## config.mk

```make
export PLATFORM = sky130hd
export DESIGN_NAME = sys_top
export DESIGN_NICKNAME = d
export VERILOG_FILES = /design/src/rtl/sys_top_pkg.sv /design/src/rtl/uart_rx.sv /design/src/rtl/sys_top.sv
export SDC_FILE = /design/constraint.sdc
export NUM_CORES = 1
export LEC_CHECK = 0
export ABC_AREA = 1
export ABC_CLOCK_PERIOD_IN_PS = 1610
export BUFFER_PORTS_ARGS = -buffer_cell sky130_fd_sc_hd__buf_2
export CAP_MARGIN = 15
export CORE_MARGIN = 8
export CORE_UTILIZATION = 40
export DETAILED_ROUTE_END_ITERATION = 16
export MAX_ROUTING_LAYER = met4
export PLACE_DENSITY = 0.65
export SLEW_MARGIN = 10
export SYNTH_ARGS = -nofsm -noshare
export SYNTH_HDL_FRONTEND = slang
export SYNTH_SLANG_ARGS = --single-unit
```

## constraint.sdc

```tcl
create_clock -name UART_CLK -period 1.61 [get_ports UART_CLK]
set_input_delay 0.4025 -clock UART_CLK [delete_from_list [all_inputs] [get_ports UART_CLK]]
set_output_delay 0.4025 -clock UART_CLK [all_outputs]
set_load 0.005 [all_outputs]
```

## src/rtl/sys_top_pkg.sv

```systemverilog
// Shared constants, opcodes and state encodings for the sys_top UART register block.
// The read command path is enabled by defining SYS_TOP_READ_CMD_EN.
package sys_top_pkg;

    localparam int unsigned PRESCALE  = 32;
    localparam int unsigned REG_DEPTH = 16;
    localparam int unsigned CFG_ADDR  = 2;
    localparam int unsigned CNT_W     = $clog2(PRESCALE);
    localparam int unsigned HALF_BIT  = PRESCALE / 2;
    localparam int unsigned ADDR_W    = $clog2(REG_DEPTH);

    localparam logic [7:0] WR_CMD    = 8'hAA;
    localparam logic [7:0] RD_CMD    = 8'hBB;
    localparam logic [7:0] CFG_RESET = 8'h01;

    typedef enum logic [2:0] {
        IDLE,
        WR_ADDR,
        WR_DATA,
        RD_ADDR,
        RD_WAIT
    } cmd_state_e;

    typedef enum logic [2:0] {
        BIT_IDLE,
        BIT_START,
        BIT_DATA,
        BIT_PAR,
        BIT_STOP
    } bit_state_e;

endpackage

```

## src/rtl/uart_rx.sv

```systemverilog
// UART receiver: 32x oversampled, one mid-bit sample, optional parity latched per frame.
// Emits a one-cycle valid pulse for a good frame or an error pulse for a bad one.
module uart_rx
    import sys_top_pkg::*;
#(
    parameter int unsigned DATA_WIDTH = 8
) (
    input  logic                  clk_i,
    input  logic                  rst_ni,
    input  logic                  rx_i,
    input  logic                  par_en_i,
    input  logic                  par_odd_i,
    output logic [DATA_WIDTH-1:0] data_o,
    output logic                  valid_o,
    output logic                  err_o
);

    localparam int unsigned IDX_W = (DATA_WIDTH > 1) ? $clog2(DATA_WIDTH) : 1;

    logic [1:0]            sync_q;
    bit_state_e            state_q, state_d;
    logic [CNT_W-1:0]      cnt_q, cnt_d;
    logic [IDX_W-1:0]      idx_q, idx_d;
    logic [DATA_WIDTH-1:0] shift_q, shift_d;
    logic                  pen_q, pen_d;
    logic                  podd_q, podd_d;
    logic                  perr_q, perr_d;
    logic                  valid_q, valid_d;
    logic                  err_q, err_d;
    logic                  rx;
    logic                  mid;
    logic                  last;

    assign rx   = sync_q[1];
    assign mid  = (cnt_q == CNT_W'(HALF_BIT));
    assign last = (cnt_q == CNT_W'(PRESCALE - 1));

    always_comb begin
        state_d = state_q;
        cnt_d   = cnt_q + 1'b1;
        idx_d   = idx_q;
        shift_d = shift_q;
        pen_d   = pen_q;
        podd_d  = podd_q;
        perr_d  = perr_q;
        valid_d = 1'b0;
        err_d   = 1'b0;
        case (state_q)
            BIT_IDLE: begin
                cnt_d = '0;
                // Parity config is captured here so a config write mid-frame cannot affect it.
                if (!rx) begin
                    state_d = BIT_START;
                    pen_d   = par_en_i;
                    podd_d  = par_odd_i;
                    perr_d  = 1'b0;
                end
            end
            BIT_START: begin
                if (mid && rx) begin
                    state_d = BIT_IDLE;
                end else if (last) begin
                    state_d = BIT_DATA;
                    idx_d   = '0;
                end
            end
            BIT_DATA: begin
                if (mid) begin
                    shift_d = {rx, shift_q[DATA_WIDTH-1:1]};
                end
                if (last) begin
                    if (idx_q == IDX_W'(DATA_WIDTH - 1)) begin
                        state_d = pen_q ? BIT_PAR : BIT_STOP;
                    end else begin
                        idx_d = idx_q + 1'b1;
                    end
                end
            end
            BIT_PAR: begin
                if (mid) begin
                    perr_d = (rx != ((^shift_q) ^ podd_q));
                end
                if (last) begin
                    state_d = BIT_STOP;
                end
            end
            BIT_STOP: begin
                // Frame is resolved at mid-stop so the next start edge is never missed.
                if (mid) begin
                    state_d = BIT_IDLE;
                    if (!rx || perr_q) begin
                        err_d = 1'b1;
                    end else begin
                        valid_d = 1'b1;
                    end
                end
            end
            default: state_d = BIT_IDLE;
        endcase
    end

    always_ff @(posedge clk_i) begin
        if (!rst_ni) begin
            sync_q  <= '1;
            state_q <= BIT_IDLE;
            cnt_q   <= '0;
            idx_q   <= '0;
            shift_q <= '0;
            pen_q   <= 1'b0;
            podd_q  <= 1'b0;
            perr_q  <= 1'b0;
            valid_q <= 1'b0;
            err_q   <= 1'b0;
        end else begin
            sync_q  <= {sync_q[0], rx_i};
            state_q <= state_d;
            cnt_q   <= cnt_d;
            idx_q   <= idx_d;
            shift_q <= shift_d;
            pen_q   <= pen_d;
            podd_q  <= podd_d;
            perr_q  <= perr_d;
            valid_q <= valid_d;
            err_q   <= err_d;
        end
    end

    assign data_o  = shift_q;
    assign valid_o = valid_q;
    assign err_o   = err_q;

endmodule

```

## src/rtl/sys_top.sv

```systemverilog
// UART-controlled 16-entry register file with write command, config register 2 for parity,
// and an optional read-back transmitter enabled by defining SYS_TOP_READ_CMD_EN.
module sys_top
    import sys_top_pkg::*;
#(
    parameter int unsigned DATA_WIDTH = 8
) (
    input  logic UART_CLK,
    input  logic RST,
    input  logic RX_IN,
    output logic TX_OUT,
    output logic RX_ERROR
);

    logic [DATA_WIDTH-1:0] regs_q [REG_DEPTH];
    cmd_state_e            state_q, state_d;
    logic [DATA_WIDTH-1:0] addr_q, addr_d;
    logic [DATA_WIDTH-1:0] wdata_q, wdata_d;
    logic                  wr_en_q, wr_en_d;
    logic                  rx_error_q;
    logic [DATA_WIDTH-1:0] rx_data;
    logic                  rx_valid;
    logic                  rx_err;
    logic                  par_en;
    logic                  par_odd;
    logic                  addr_ok;

    assign par_en  = regs_q[CFG_ADDR][0];
    assign par_odd = regs_q[CFG_ADDR][1];
    assign addr_ok = ((addr_q >> ADDR_W) == '0);

    uart_rx #(
        .DATA_WIDTH(DATA_WIDTH)
    ) u_rx (
        .clk_i    (UART_CLK),
        .rst_ni   (RST),
        .rx_i     (RX_IN),
        .par_en_i (par_en),
        .par_odd_i(par_odd),
        .data_o   (rx_data),
        .valid_o  (rx_valid),
        .err_o    (rx_err)
    );

`ifdef SYS_TOP_READ_CMD_EN
    bit_state_e            tx_state_q, tx_state_d;
    logic [CNT_W-1:0]      tx_cnt_q, tx_cnt_d;
    logic [3:0]            tx_idx_q, tx_idx_d;
    logic [DATA_WIDTH-1:0] tx_shift_q, tx_shift_d;
    logic                  tx_pen_q, tx_pen_d;
    logic                  tx_par_q, tx_par_d;
    logic                  tx_out_q, tx_out_d;
    logic                  tx_load;
    logic                  tx_idle;
    logic [DATA_WIDTH-1:0] rd_data;

    assign tx_idle = (tx_state_q == BIT_IDLE);
    assign rd_data = addr_ok ? regs_q[addr_q[ADDR_W-1:0]] : '0;
`endif

    always_comb begin
        state_d = state_q;
        addr_d  = addr_q;
        wdata_d = wdata_q;
        wr_en_d = 1'b0;
`ifdef SYS_TOP_READ_CMD_EN
        tx_load = 1'b0;
`endif
        if (rx_err) begin
            state_d = IDLE;
        end else begin
            case (state_q)
                IDLE: begin
                    if (rx_valid) begin
                        if (rx_data == DATA_WIDTH'(WR_CMD)) begin
                            state_d = WR_ADDR;
`ifdef SYS_TOP_READ_CMD_EN
                        end else if (rx_data == DATA_WIDTH'(RD_CMD)) begin
                            state_d = RD_ADDR;
`endif
                        end
                    end
                end
                WR_ADDR: begin
                    if (rx_valid) begin
                        addr_d  = rx_data;
                        state_d = WR_DATA;
                    end
                end
                WR_DATA: begin
                    if (rx_valid) begin
                        wdata_d = rx_data;
                        wr_en_d = 1'b1;
                        state_d = IDLE;
                    end
                end
`ifdef SYS_TOP_READ_CMD_EN
                RD_ADDR: begin
                    if (rx_valid) begin
                        addr_d  = rx_data;
                        state_d = RD_WAIT;
                    end
                end
                RD_WAIT: begin
                    if (tx_idle) begin
                        tx_load = 1'b1;
                        state_d = IDLE;
                    end
                end
`endif
                default: state_d = IDLE;
            endcase
        end
    end

    always_ff @(posedge UART_CLK) begin
        if (!RST) begin
            state_q    <= IDLE;
            addr_q     <= '0;
            wdata_q    <= '0;
            wr_en_q    <= 1'b0;
            rx_error_q <= 1'b0;
            for (int unsigned i = 0; i < REG_DEPTH; i++) begin
                regs_q[i] <= (i == CFG_ADDR) ? DATA_WIDTH'(CFG_RESET) : '0;
            end
        end else begin
            state_q <= state_d;
            addr_q  <= addr_d;
            wdata_q <= wdata_d;
            wr_en_q <= wr_en_d;
            if (rx_err) begin
                rx_error_q <= 1'b1;
            end else if (rx_valid) begin
                rx_error_q <= 1'b0;
            end
            if (wr_en_q && addr_ok) begin
                regs_q[addr_q[ADDR_W-1:0]] <= wdata_q;
            end
        end
    end

    assign RX_ERROR = rx_error_q;

`ifdef SYS_TOP_READ_CMD_EN
    always_comb begin
        tx_state_d = tx_state_q;
        tx_cnt_d   = tx_cnt_q + 1'b1;
        tx_idx_d   = tx_idx_q;
        tx_shift_d = tx_shift_q;
        tx_pen_d   = tx_pen_q;
        tx_par_d   = tx_par_q;
        case (tx_state_q)
            BIT_IDLE: begin
                tx_cnt_d = '0;
                if (tx_load) begin
                    tx_state_d = BIT_START;
                    tx_shift_d = rd_data;
                    tx_pen_d   = par_en;
                    tx_par_d   = (^rd_data) ^ par_odd;
                end
            end
            BIT_START: begin
                if (tx_cnt_q == CNT_W'(PRESCALE - 1)) begin
                    tx_state_d = BIT_DATA;
                    tx_idx_d   = '0;
                end
            end
            BIT_DATA: begin
                if (tx_cnt_q == CNT_W'(PRESCALE - 1)) begin
                    tx_shift_d = tx_shift_q >> 1;
                    if (tx_idx_q == 4'(DATA_WIDTH - 1)) begin
                        tx_state_d = tx_pen_q ? BIT_PAR : BIT_STOP;
                    end else begin
                        tx_idx_d = tx_idx_q + 1'b1;
                    end
                end
            end
            BIT_PAR: begin
                if (tx_cnt_q == CNT_W'(PRESCALE - 1)) begin
                    tx_state_d = BIT_STOP;
                end
            end
            BIT_STOP: begin
                if (tx_cnt_q == CNT_W'(PRESCALE - 1)) begin
                    tx_state_d = BIT_IDLE;
                end
            end
            default: tx_state_d = BIT_IDLE;
        endcase
        // Line level is derived from the next state so TX_OUT stays a clean register output.
        case (tx_state_d)
            BIT_START: tx_out_d = 1'b0;
            BIT_DATA:  tx_out_d = tx_shift_d[0];
            BIT_PAR:   tx_out_d = tx_par_d;
            default:   tx_out_d = 1'b1;
        endcase
    end

    always_ff @(posedge UART_CLK) begin
        if (!RST) begin
            tx_state_q <= BIT_IDLE;
            tx_cnt_q   <= '0;
            tx_idx_q   <= '0;
            tx_shift_q <= '0;
            tx_pen_q   <= 1'b0;
            tx_par_q   <= 1'b0;
            tx_out_q   <= 1'b1;
        end else begin
            tx_state_q <= tx_state_d;
            tx_cnt_q   <= tx_cnt_d;
            tx_idx_q   <= tx_idx_d;
            tx_shift_q <= tx_shift_d;
            tx_pen_q   <= tx_pen_d;
            tx_par_q   <= tx_par_d;
            tx_out_q   <= tx_out_d;
        end
    end

    assign TX_OUT = tx_out_q;
`else
    assign TX_OUT = 1'b1;
`endif

endmodule

```

* Yosys cells after proc, flatten, opt, wreduce, memory -nomap -nowiden
Memories as Yosys holds them, arrays and structs flattened. A register that Yosys moved wholly into a read port is not among the register bits. Index checks and enable logic that the tools add are counted.
Word-level totals: bits in registers 45, RAM bits 128, input bits 3, output and inout port bits 2, logic and storage cells 105, memories kept 1
Operators by class: $add $sub $neg 2, equal/unequal tests 25, muxes and demuxes 34, bitwise gates (word level) 5, reduce and logical (&&, ||, !) cells 25
Memory list:
- regs_q | words 16, bits a word 8, rd ports 1, clocked after Yosys merged registers in 1, write ports 16, RTL line sys_top.sv:15 | logic [DATA_WIDTH-1:0] regs_q [REG_DEPTH];
Operators by type and width (count):
- $mux 3 | 16
- $ne 2x1->1 const B | 9
- $pmux 3 s5 | 1
- $mux 1 | 12
- $reduce_and 3->1 | 4
- $eq 5x5->1 const B | 2
- $eq 3x2->1 const B | 3
- $pmux 3 s3 | 1
- $eq 8x8->1 const B | 1
- $logic_not 8->1 | 1
- $mux 8 | 1
- $ne 2x2->1 const B | 4
- $reduce_or 8->1 | 1
- $reduce_xor 8->1 | 1
- $eq 3x1->1 const B | 2
- $eq 3x3->1 const B | 2
- $logic_not 3->1 | 2
- $pmux 3 s2 | 1
- $reduce_and 6->1 | 1
- $reduce_bool 2->1 | 3
- $add 5x1->5 const B | 1
- $reduce_and 5->1 | 1
- $mux 4 | 1
- $not 1->1 | 4
- 12 further kinds | 16

* Longest topological paths before layout
depth after elaboration 7, gate-level depth with buffers 11, mapped depth without buffers 11

* Modules after synthesis
From an unflattened synthesis, not the netlist that was laid out.
Second synthesis, totals: cells, all modules 270, area total of the unflattened synthesis 1960.6 um2
By module, submodules not included:
- uart_rx | instances 1, cells an instance 177, area an instance 1272.5 um2, sequential area each 520.5 um2
- sys_top | instances 1, cells an instance 93, area an instance 688.2 um2, sequential area each 340.3 um2

* Worst setup path before layout
OpenSTA, ideal clock, no wires.
path kind reg2reg, from register u_rx.shift_q[0] (netlist: u_rx.data_o[0]), to register u_rx.perr_q, setup time 109 ps, arrival 1172 ps, data required time 1501 ps, setup slack 329 ps, cell stages (with the launch flop) 11, path buffers 0, period minus slack after synthesis 1281 ps, path through dfxtp_1 -> inv_1 -> ha_1 -> xnor2_1 -> nand2_1 -> nand2_1 -> inv_1 -> nand2_1 -> nand3_1 -> nand2_1 -> inv_1
On the way: longest elaborated chain between the ends 5
RTL lines:
- from (decl) | RTL line uart_rx.sv:24 | logic [DATA_WIDTH-1:0] shift_q, shift_d;
- from (signal assigned) | RTL line uart_rx.sv:119 | shift_q <= shift_d;
- $reduce_xor 8->1 | RTL line uart_rx.sv:81 | perr_d = (rx != ((^shift_q) ^ podd_q));
- $xor 1x1->1 | RTL line uart_rx.sv:81
- $ne 1x1->1 | RTL line uart_rx.sv:81
- $mux 1 | RTL line uart_rx.sv:80 | if (mid) begin
- $pmux 1 s2 | RTL line uart_rx.sv:48 | case (state_q)
- to (signal assigned) | RTL line uart_rx.sv:122 | perr_q <= perr_d;
- to (decl) | RTL line uart_rx.sv:27 | logic perr_q, perr_d;
Every way passes these cells. The select of a mux whose other input is x is not followed. A chain may end at the register's enable or synchronous reset.

* Worst setup path in the final report
from register u_rx.cnt_q[0], to register u_rx.shift_q[3] (netlist: u_rx.data_o[3])
On the way: longest elaborated chain between the ends 2
RTL lines:
- from (decl) | RTL line uart_rx.sv:22 | logic [CNT_W-1:0] cnt_q, cnt_d;
- from (signal assigned) | RTL line uart_rx.sv:117 | cnt_q <= cnt_d;
- $eq 5x5->1 | RTL line uart_rx.sv:35 | assign mid = (cnt_q == CNT_W'(HALF_BIT));
- $reduce_and 2->1 (no line)
Every way passes these cells.

==> results list <==
* Total Negative Setup Slacks: 0 ns
- Largest buffer count on any clock path: 2
- Clk Tree Root Cell: clkbuf_8
- The area growth from synthesis to layout is 8.64%.
* Global-route wire length before repair: 5.82 mm
- Area of the die: ~7000 um2
* Share of layout cells above drive strength 1: around an eighth
- For the worst setup path, the data arrival time is 1.61 ns.
- After detailed routing, the number of remaining DRC violations is 0.
* Violation count after the first detailed-routing iteration: roughly 110
- Setup repair after global routing left no endpoint under its margin.
- Adder and majority gate portion of the synthesized area: 5.93%
- WS Path Type: reg2reg
- Maximum number of pins on one net before global-route repair: 25
- Number of nets at the end of the flow: between 200 and 300
- Fraction of the mapped netlist area in compound gates: 13.5%
- Rows: 25
- Remaining Overflow, GRT: 0
- Post-CTS Setup Repair Bufs: 0
- Startpoint class of the critical path: flip-flop
- Global routing consumed, over all layers together, 10.3% of the routing resources.
* Number of sinks driven by the clock tree: 42
* RePlAce Congestion: 0.796
* Commonest non-fill, non-tap cell in the layout: dfxtp_1
* Flip-flop and latch count after synthesis: between 40 and 50
- The flow ran to the end, and the final reports show no timing, DRC or antenna violations.
- Counting the buffers created by CTS gives 5.
* Placeable core region: approximately 4700 um2
* Share of the clock period used by the worst path after layout: 88.4%
- IR drop worst, VDD: around 0.00055 V
* Worst setup margin: 0.187 ns
- The tightest min-delay check is of the in2reg type.
- Vias in the first global route: ~1300
* Count of vias placed by the detailed router: roughly 1500
- The initial antenna violation count was 0.
- In this run the worst path has a maximum fanout of 9.
* Resized cells post-CTS: 0
- Average vias per placed instance: 4.90
- DRT antenna net count: 0
- Required time of the worst setup path: 1.80 ns
- Number of fill cells in the layout: approximately 470
* Leading cell types in the layout, fill and taps excluded: dfxtp_1 (40), nor2_1 (39), nand2_1 (36)
* Number of iterations in the first detailed-routing pass: 4
- On the final layout, the worst clock skew is 0.0111 ns.
- Max-slew violation count: 0
- After technology mapping, the gate count stands at 245.
- Die span in x: 84.9 um
- Min cycle time layout: 1.42 ns
- Cts hold-fix bufs: 0
* Leakage Power: 0.000876 uW
- After detailed routing, the average wire length per cell comes to 10.9 um.
- The tool flagged a number of max-cap violations equal to 0.
* Final-report hold violation count: 0
- The repair_antennas step left the layout with diodes totalling 0.
* Clock slew seen by the registers of the worst setup and hold paths: approximately 0.080 ns
- Die Y-Extent: approximately 85 um
- By area the synthesized netlist is led by dfxtp_1 (42%), nor2_1 (7.7%), nand2_1 (7.1%), ha_1 (5.9%), inv_1 (5.7%).
- CP endpoint kind: flip-flop
- Once the floorplan was initialized, standard cells occupied 40.7% of the core.
- Setup violations remaining at the end of the flow were counted as 0.
- Prior to clock tree synthesis, the placed netlist has a worst setup slack of 0.202 ns.
- Of the post-synthesis cell area, the dominant cell type holds 42.2%.
* Worst setup path startpoint: u_rx.cnt_q[0]$_SDFF_PP0_
- Mean post-synth cell area: 7.75 um2
- Number of distinct library cell variants in the gate-level netlist after synthesis: 34
- TritonCTS built the clock tree.
* Final core utilization: 44.2%
* Total Routed Length: 3.35 mm
* Cell Pwr Density: 1220 nW/um2
- The H-tree was split into 2 levels.
- Area fraction in and, or, nand and nor cells after synthesis: 25.2%
* Startpoint of the worst register-to-register path: u_rx.cnt_q[0]$_SDFF_PP0_
- Number of buffer cells added on primary ports: 3
- Sequential share of the synthesized area: between 40% and 50%
- Synthesized area: 1900 um2
- Summed over all instances, the cell type with the most area after synthesis is dfxtp_1.
- Once detailed placement completed, the half-perimeter wirelength came to ~2.4 mm.
- The clock reaches the later pin of the worst-skew pair after 0.30 ns.
- Xor and xnor area share after synthesis: about 1.8%
* Max Fclk: about 700 MHz
* Main combinational cell family by area after synthesis: simple AND/OR/NAND/NOR gates
* Warnings, synthesis: 0
- Net count after synthesis: 257
- The worst hold path begins at RX_IN.
- During I/O placement, the number of pins put on the boundary was 5.
- Multiplexer fraction of the synthesized cell area: 0%
==> worst paths after layout <==
check                                end  cells after the start  slack [ns]
max reg2reg  u_rx.data_o[3]$_SDFFE_PN0P_                     10        0.19
min reg2reg    u_rx.sync_q[1]$_SDFF_PN1_                      1        0.42
max          u_rx.data_o[3]$_SDFFE_PN0P_                     10        0.19
min            u_rx.sync_q[0]$_SDFF_PN1_                      2        0.29
==> where the power goes <==
group	total (uW)	switching [uW]	internal, uW
Combinational	636	416	220
Clock	687	381	306
Sequential	1180	74.2	1110
Total	2510	872	1630
==> cell usage after synthesis, drive strengths merged <==
master / number
nor3b: 1
buf: 2
conb: 1
a211oi: 1
dfxtp: 40
o211ai: 1
clkbuf: 2
or2: 3
edfxtp: 2
a21boi: 1
nor3: 4
nor2: 41
inv: 32
nand3: 10
nand2: 43
nand4: 2
xnor2: 2
clkinv: 1
o21bai: 1
a21oi: 22
o21ai: 20
and3: 1
ha: 9
xor2: 2
nor4: 1
==> flip-flops by register name, indices dropped and copies added, names as in the netlist <==
register	flops
state_q	2
u_rx.state_q	3
u_rx.pen_q	1
u_rx.err_o	1
wr_en_q	1
u_rx.sync_q	2
u_rx.podd_q	1
regs_q	2
u_rx.idx_q	3
addr_q	8
u_rx.perr_q	1
RX_ERROR	1
u_rx.valid_o	1
wdata_q	2
u_rx.data_o	8
u_rx.cnt_q	5
==> routing by layer <==
layer	GRT usage [%]	routed length [um]	up-vias
li1	-	-	799
met1	12.2	1740	681
met3	3.67	121	2
met2	15.3	1470	22
met4	4.53	24	0
met5	-	0	-
==> worst max-delay path, stage by stage (launching register included) <==
cell and delay (ns):
dfxtp_1 0.38, inv_1 0.06, ha_1 0.19, nand2_1 0.06, inv_1 0.04, nand2_1 0.10, inv_1 0.09, nand2_4 0.11
inv_2 0.09, o21ai_1 0.14, a21oi_1 0.05
==> logic make-up after synthesis <==
kind of cell               Yosys count
AOI/OAI and AO/OA                   46
xor gates and xnor gates             4
adders and majority gates            9
buffers and inverters               37
and+or+nand+nor                    106
DFF                                 42
other                                1
==> area by class of cell <==
type	count	area, um2	area share (%)
multi-input combinational	166	887	43.0
sequential	42	861	41.7
inverter	33	124	6.01
clock buffer	5	68.8	3.34
tap	54	67.6	3.28
timing repair buffer	4	35.0	1.70
clock inverter	3	18.8	0.910
==> per-stage QoR <==
step / hold slack, ns / total power, uW / cell area, um2 / cells
detailed placement: 0.402 / 1840 / 1970 / 299
global placement: 0.395 / 1820 / 1970 / 299
finish: 0.287 / 2510 / 2060 / 307
CTS: 0.280 / 2520 / 2060 / 307
floorplan: 0.393 / 1720 / 1900 / 245
global route: 0.282 / 2680 / 2060 / 307
No activity file was read; power rests on OpenSTA's default activity.
